[config.mk]
export PLATFORM = sky130hd
export DESIGN_NAME = sum_dac_spi
export DESIGN_NICKNAME = d
export VERILOG_FILES = /design/src/rtl/sum_dac_pkg.sv /design/src/rtl/sum_dac_tick.sv /design/src/rtl/sum_dac_spi.sv
export SDC_FILE = /design/constraint.sdc
export NUM_CORES = 1
export LEC_CHECK = 0
export BUFFER_PORTS_ARGS = -buffer_cell sky130_fd_sc_hd__buf_2
export CAP_MARGIN = 20
export CELL_PAD_IN_SITES_DETAIL_PLACEMENT = 0
export CELL_PAD_IN_SITES_GLOBAL_PLACEMENT = 1
export CORE_UTILIZATION = 36
export DETAILED_ROUTE_END_ITERATION = 16
export MAX_ROUTING_LAYER = met4
export PLACE_DENSITY_LB_ADDON = 0.1
export REMOVE_ABC_BUFFERS = 1
export SLEW_MARGIN = 20
export SYNTH_ARGS = -nofsm -noshare
export SYNTH_HDL_FRONTEND = slang
export SYNTH_SLANG_ARGS = --single-unit
export TNS_END_PERCENT = 20
[constraint.sdc]
create_clock -name clk -period 1.5 [get_ports clk]
set_clock_uncertainty 0.1 [all_clocks]
set_input_delay 0.15 -clock clk [delete_from_list [all_inputs] [get_ports clk]]
set_output_delay 0.15 -clock clk [all_outputs]
set_load 0.01 [all_outputs]
[src/rtl/sum_dac_pkg.sv]
// sum_dac_pkg: shared types, widths and sample scaling for sum_dac_spi.
// Build macro SUM_DAC_ROUND_EN selects round-half-up scaling instead of truncation.
package sum_dac_pkg;

  localparam int FRAME_W = 16;
  localparam int DATA_W  = 12;
  localparam int SUM_W   = 13;

  localparam logic [3:0] DEF_DAC_CMD = 4'h3;

  typedef enum logic [1:0] {
    IDLE,
    SHIFT,
    GAP
  } state_t;

  // Map the 13-bit sum onto the 12-bit DAC code
  function automatic logic [DATA_W-1:0] scale_sum(
    input logic [SUM_W-1:0] s
  );
`ifdef SUM_DAC_ROUND_EN
    logic [SUM_W:0] r;
    r = {1'b0, s} + 14'd1;
    if (r[SUM_W])
      scale_sum = '1;
    else
      scale_sum = r[DATA_W:1];
`else
    scale_sum = s[SUM_W-1:1];
`endif
  endfunction

endpackage

[src/rtl/sum_dac_tick.sv]
// sum_dac_tick: half-period tick generator for the DAC serial clock.
// Counts CLK_DIV enabled cycles per tick; cleared when a frame starts.
module sum_dac_tick #(
  parameter int CLK_DIV = 2
) (
  input  logic clk,
  input  logic i_rst,
  input  logic i_en,
  input  logic i_clr,
  output logic o_tick
);

  localparam int CW = (CLK_DIV > 1) ? $clog2(CLK_DIV) : 1;
  localparam logic [CW-1:0] LAST = CW'(CLK_DIV - 1);

  logic [CW-1:0] r_cnt;

  assign o_tick = i_en && (r_cnt == LAST);

  // Free-run while enabled, wrap at the end of each half-period
  always_ff @(posedge clk) begin
    if (i_rst || i_clr)
      r_cnt <= '0;
    else if (i_en)
      r_cnt <= o_tick ? '0 : r_cnt + 1'b1;
  end

endmodule

[src/rtl/sum_dac_spi.sv]
// sum_dac_spi: scales the two-tone sum to 12 bits and shifts it to a serial DAC.
// Build macro SUM_DAC_ROUND_EN selects rounding; default build truncates.
import sum_dac_pkg::*;

module sum_dac_spi #(
  parameter int         CLK_DIV = 2,
  parameter int         GAP_CYC = 2,
  parameter logic [3:0] DAC_CMD = DEF_DAC_CMD
) (
  input  logic             clk,
  input  logic             rst,
  input  logic [SUM_W-1:0] sum_in,
  input  logic             sum_valid,
  output logic             sum_ready,
  output logic             dac_cs_n,
  output logic             dac_sclk,
  output logic             dac_sdo,
  output logic             frame_done,
  output logic [7:0]       drop_cnt
);

  localparam int GW = (GAP_CYC > 1) ? $clog2(GAP_CYC) : 1;
  localparam logic [GW-1:0] GAP_LAST = GW'(GAP_CYC - 1);

  state_t r_state;
  state_t w_next;

  logic [FRAME_W-1:0] r_shift;
  logic [3:0]         r_bit;
  logic               r_phase;
  logic [GW-1:0]      r_gap;
  logic               r_done;
  logic [7:0]         r_drop;

  logic w_tick;
  logic w_accept;
  logic w_last_bit;
  logic w_gap_end;
  logic w_shift_en;

  assign w_accept   = (r_state == IDLE) && sum_valid;
  assign w_shift_en = (r_state == SHIFT);
  assign w_last_bit = w_tick && r_phase && (r_bit == 4'd0);
  assign w_gap_end  = (r_state == GAP) && (r_gap == GAP_LAST);

  sum_dac_tick #(
    .CLK_DIV (CLK_DIV)
  ) u_tick (
    .clk    (clk),
    .i_rst  (rst),
    .i_en   (w_shift_en),
    .i_clr  (w_accept),
    .o_tick (w_tick)
  );

  // State register
  always_ff @(posedge clk) begin
    if (rst)
      r_state <= IDLE;
    else
      r_state <= w_next;
  end

  // Next state and frame-pin decode
  always_comb begin
    w_next    = r_state;
    sum_ready = 1'b0;
    dac_cs_n  = 1'b1;
    dac_sclk  = 1'b0;
    dac_sdo   = 1'b0;
    unique case (r_state)
      IDLE: begin
        sum_ready = 1'b1;
        if (sum_valid)
          w_next = SHIFT;
      end
      SHIFT: begin
        dac_cs_n = 1'b0;
        dac_sclk = r_phase;
        dac_sdo  = r_shift[FRAME_W-1];
        if (w_last_bit)
          w_next = GAP;
      end
      GAP: begin
        if (w_gap_end)
          w_next = IDLE;
      end
      default: w_next = IDLE;
    endcase
  end

  // Frame shift register, bit index and sclk phase
  always_ff @(posedge clk) begin
    if (rst) begin
      r_shift <= '0;
      r_bit   <= '0;
      r_phase <= 1'b0;
    end else if (w_accept) begin
      r_shift <= {DAC_CMD, scale_sum(sum_in)};
      r_bit   <= 4'd15;
      r_phase <= 1'b0;
    end else if (w_shift_en && w_tick) begin
      if (!r_phase) begin
        r_phase <= 1'b1;
      end else begin
        r_phase <= 1'b0;
        r_shift <= {r_shift[FRAME_W-2:0], 1'b0};
        r_bit   <= r_bit - 4'd1;
      end
    end
  end

  // Inter-frame gap counter
  always_ff @(posedge clk) begin
    if (rst)
      r_gap <= '0;
    else if (r_state == GAP)
      r_gap <= r_gap + 1'b1;
    else
      r_gap <= '0;
  end

  // Frame-complete pulse lands on the first IDLE cycle
  always_ff @(posedge clk) begin
    if (rst)
      r_done <= 1'b0;
    else
      r_done <= w_gap_end;
  end

  // Saturating overrun counter
  always_ff @(posedge clk) begin
    if (rst)
      r_drop <= '0;
    else if (sum_valid && (r_state != IDLE) && (r_drop != 8'hFF))
      r_drop <= r_drop + 8'd1;
  end

  assign frame_done = r_done;
  assign drop_cnt   = r_drop;

endmodule

; After elaboration in Yosys (flattened, before gate mapping)
; Cells that the tools add are included.
; Widths: inputs -> output; s select.
[totals]
regBits = 34
inputBits = 16
elab_cells = 55
[op_classes]
muxes = 16
n_bitwise = 1
n_reduce_logical = 19
n_eq_ne = 6
n_addsub = 4
[op_table]
columns = op, n
row1 = $mux 14, 3
row2 = $mux 4, 3
row3 = $add 8x1->8 const B, 1
row4 = $logic_and 1x1->1, 8
row5 = $ne 8x8->1 const B, 1
row6 = $mux 1, 6
row7 = $mux 2, 3
row8 = $ne 2x2->1 const B, 3
row9 = $pmux 2 s3, 1
row10 = $reduce_bool 2->1, 3
row11 = $logic_not 4->1, 1
row12 = $reduce_and 2->1, 2
row13 = $reduce_or 2->1, 2
row14 = $sub 4x1->4 const B, 1
row15 = $reduce_and 3->1, 1
row16 = $add 1x1->1 const B, 2
row17 = $eq 2x1->1 const B, 1
row18 = $eq 2x2->1 const B, 1
row19 = $logic_not 2->1, 1
row20 = $logic_or 1x1->1, 1
row21 = $not 1->1, 1

; Longest topological paths before layout
[depth]
word_depth = 6
depth_mapped = 6

; Modules after synthesis
; From an unflattened synthesis, not the netlist that was laid out.
[unflattened]
hier_cells = 163
hier_area_um2 = 1526.5
[by_module_without_submodules]
columns = module, seq_area_each_um2, cells_per_inst, n_inst, area_each_um2
row1 = sum_dac_spi, 660.6, 159, 1, 1480.2
row2 = sum_dac_tick, 20.0, 4, 1, 46.3

; Least setup slack after synthesis
; No wires, ideal clock.
[synth_timing]
path_type = reg2reg
start = reg r_drop[0] (netlist: drop_cnt[0])
end = reg r_drop[6] (netlist: drop_cnt[6])
stages_incl_launch_ff = 5
slack_ps = -101
setup_time_ps = 70
arrival_ps = 1431
period_less_slack_ps = 1601
path_buffers = 0
path_cell_list = dfxtp_1 > ha_1 > nand2_1 > or4_2 > a21oi_1
[synth_via]
elab_chain_len = 2
[synth_lines]
columns = item, line
row1 = start: declaration, sum_dac_spi.sv:33  ; logic [7:0] r_drop;
row2 = start signal: assignment, sum_dac_spi.sv:136  ; r_drop <= r_drop + 8'd1;
row3 = "parallel branches: the longest is 2 deep, another holds $add 8x1->8", -
; Parallel ways; which one is timed is not known.
; A chain may end at the register's enable or synchronous reset.

; Worst setup path after layout
[layout_timing]
start = reg r_drop[1] (netlist: drop_cnt[1])
end = reg r_drop[6] (netlist: drop_cnt[6])
; Same word-level chain as after synthesis.

==> impl_metrics.tcl <==
set metrics [dict create \
    fin_crit_sh 1.00 \
    clk_latency_ns 0.28 \
    port_buffers 27 \
    ant_nets 0 \
    synth_top_area_frac 0.468 \
    numCtsBuffers 5 \
    dr.pass1.iters 4 \
    synth.most_common_cell "dfxtp_1" \
    crit_path_end_kind "register" \
    antenna_found_initial 0 \
    maxCapViolCount 0 \
    vdd_drop_max_mv 0.621 \
    dieArea_um2 4300 \
    grt_pass1_wl_um 5470 \
    grt.total_usage 0.171 \
    drive_gt1_frac 0.388 \
    path_class "register to register" \
    hold_viol_final 0 \
    synth.cell_area_um2 1460 \
    clock.fmax_ghz 0.666 \
    syn_avg_cell_area_um2 9.21 \
    drc_errors 0 \
    rsz0062_at_grt "yes" \
    ios 29 \
    cts_tree "built" \
    grt.overflow.total 0 \
    reg2reg_depth 4 \
    synthArstFlopShare 0 \
    antennaDiodeCount 0 \
    synthCells 158 \
    total_leakage_power_nw 0.794 \
    pwr_density_cell_nw_per_um2 1130 \
    path_cells "ha_4 -> nand2_1 -> or4_2 -> a21oi_2" \
    drt_iter0_drc 54 \
    num_rows 22 \
    hold_slack_ns 0.0259 \
    die_y_um 65.6 \
    place_hpwl_um 2210 \
    grt_pass1_vias 1228 \
    yosys.area_share.adder 0.0258 \
    finalCriticalPeriod_ns 1.50 \
    worst_pin_slew_ns 0.315 \
    yosys.area.top_type "dfxtp_1" \
    tns_ns -0.000459 \
    synth-simple-area-share 0.193 \
    worstHoldPathType "input pin to register" \
    ys_ff_latch 34 \
    syn2layout_area_growth_pct 34.5 \
    cts_buffer_depth 2 \
    finalSetupViolations 1 \
    core_area_um2 3770 \
    cts.root.buffer_cell "clkbuf_8" \
    ys_seq_area_frac 0.468 \
    synth_ff_type "dfxtp_1" \
    synth_cell_types 41 \
    viasPerCell 5.12 \
    worstHoldPathCells 3 \
    routed_wl_um 3190 \
    p_total_w 0.00222 \
    floorplan.initialDensity 0.386 \
    status "finished with violations" \
    synth_top_family_by_area "compound AO/OA/AOI/OAI gates" \
    via_count 1301 \
    relSlewSlack 0.788 \
    synthTopCellsByArea "dfxtp_1 47%, a21oi_1 6.9%, a22oi_1 6.2%, nand2_1 5.2%, ha_1 2.6%" \
    synth-warning-count 0 \
    cpPeakStageDelay_ns 0.63 \
    layout.nets 224 \
    crit_path_max_fanout 4 \
    cts.clk_slew.worst_paths_ns 0.06 \
    cp_slowest_cell "or4_2" \
    fp.dieW_um 65.6 \
    cts.sinks 34 \
    grt_max_degree 16 \
    synth_compound_area_frac 0.212 \
    cts_hold_buf 0 \
    violations "setup timing" \
    synth_common_cells "34 x dfxtp_1, 20 x a21oi_1, 20 x nand2_1, 12 x a22oi_1, 7 x nor2_1" \
    fin_ws_ns -0.000459 \
    htree_levels 2 \
    gp_congestion 0.750 \
    critPathLaunchType "register" \
    drt-wirelength-per-cell_um 12.5 \
    cp.arrival_ns 1.61 \
    final_max_slew_viol_count 0 \
    synth_mux_area_frac 0.0206 \
    synth_xor_area_frac 0.0301 \
    required_ns 1.61 \
    synth_edf_count 0 \
]
## final timing paths
kind	from	endpoint	slack [ns]
worst max register to register	drop_cnt[1]$_SDFFE_PP0P_	drop_cnt[6]$_SDFFE_PP0P_	-0.0005
worst min register to register	r_gap$_SDFF_PP0_	r_gap$_SDFF_PP0_	0.34
worst max-delay path	drop_cnt[1]$_SDFFE_PP0P_	drop_cnt[6]$_SDFFE_PP0P_	-0.0005
worst min-delay path	sum_in[1]	r_shift[0]$_SDFFE_PP0P_	0.03
## flip-flops by register name (all words and copies together) (netlist names)
name,cells
r_state,2
drop_cnt,8
frame_done,1
r_gap,1
r_phase,1
r_bit,4
u_tick.r_cnt,1
r_shift,16
## layer usage
metal / up-vias / GRT usage / part of all wire
met5: - / - / 0
met4: 0 / 0.0652 / 0.0066
met3: 2 / 0.0417 / 0.038
met2: 25 / 0.269 / 0.49
met1: 615 / 0.210 / 0.46
li1: 659 / - / -
## cell families after synthesis
kind of cell,count (synthesis)
buffers and inverters,15
adder cells (fa/ha/maj),3
AND/OR/NAND/NOR,51
AO/OA/AOI/OAI,47
XOR/XNOR,5
flip-flops,34
multiplexers,3
## critical path: cells and delay by family, from the launching register on
kind	cells	cell delay [ns]
simple gates	2	0.69
fa+ha+maj	1	0.15
compound gates	1	0.13
flops	1	0.36
## area by class of cell
type                       instances  area (µm²)
inverter                           6        22.5
multi-input combinational        109         734
fill                             359        1810
clock inverter                     1        30.0
clock buffer                       7        76.3
sequential                        34         693
tap                               48        60.1
timing repair buffer              49         340
## per-stage QoR
step	area (µm²)	std cells	worst slack, ns	util
6_report	1960	254	-0.000459	0.519
4_1_cts	1930	253	-0.0211	0.511
5_1_grt	1960	254	-0.0617	0.519
3_5_place_dp	1740	241	-0.0586	0.461
3_3_place_gp	1740	241	-0.0327	0.461
2_1_floorplan	1400	149	-0.100	-
## layout by cell type, fill, tap and decap left out, types with 2 or more instances in the layout
cell type | synthesis | layout
clkbuf_1 | 4 | 2
or3_1 | 2 | 2
dfxtp_1 | 34 | 26
xor2_1 | 3 | 3
clkbuf_8 | 0 | 5
nor2_1 | 7 | 7
a21oi_1 | 20 | 19
nor3_1 | 4 | 4
o31ai_1 | 2 | 2
buf_6 | 1 | 6
inv_1 | 6 | 5
mux2i_1 | 3 | 3
ha_1 | 3 | 2
o21ai_0 | 4 | 4
buf_4 | 2 | 17
dfxtp_2 | 0 | 7
a22oi_1 | 12 | 12
nand3_1 | 4 | 4
nand2_1 | 20 | 20
xnor2_1 | 2 | 2
buf_2 | 2 | 25
## power breakdown
group	internal, W	leakage (nW)	switching (W)
Sequential	0.000971	0.282	0.0000443
Combinational	0.000205	0.460	0.000191
Clock	0.000497	0.0524	0.000312
Total	0.00167	0.794	0.000548
## repair_timing
| item | 4_1_cts | 5_1_grt |
|---|---|---|
| resized for setup | 15 | 8 |
| setup buffers | 4 | 1 |
| pin swaps | 7 | 3 |
| endpoints found under the setup margin | 16 | 25 |
No activity file was read; power rests on OpenSTA's default activity.
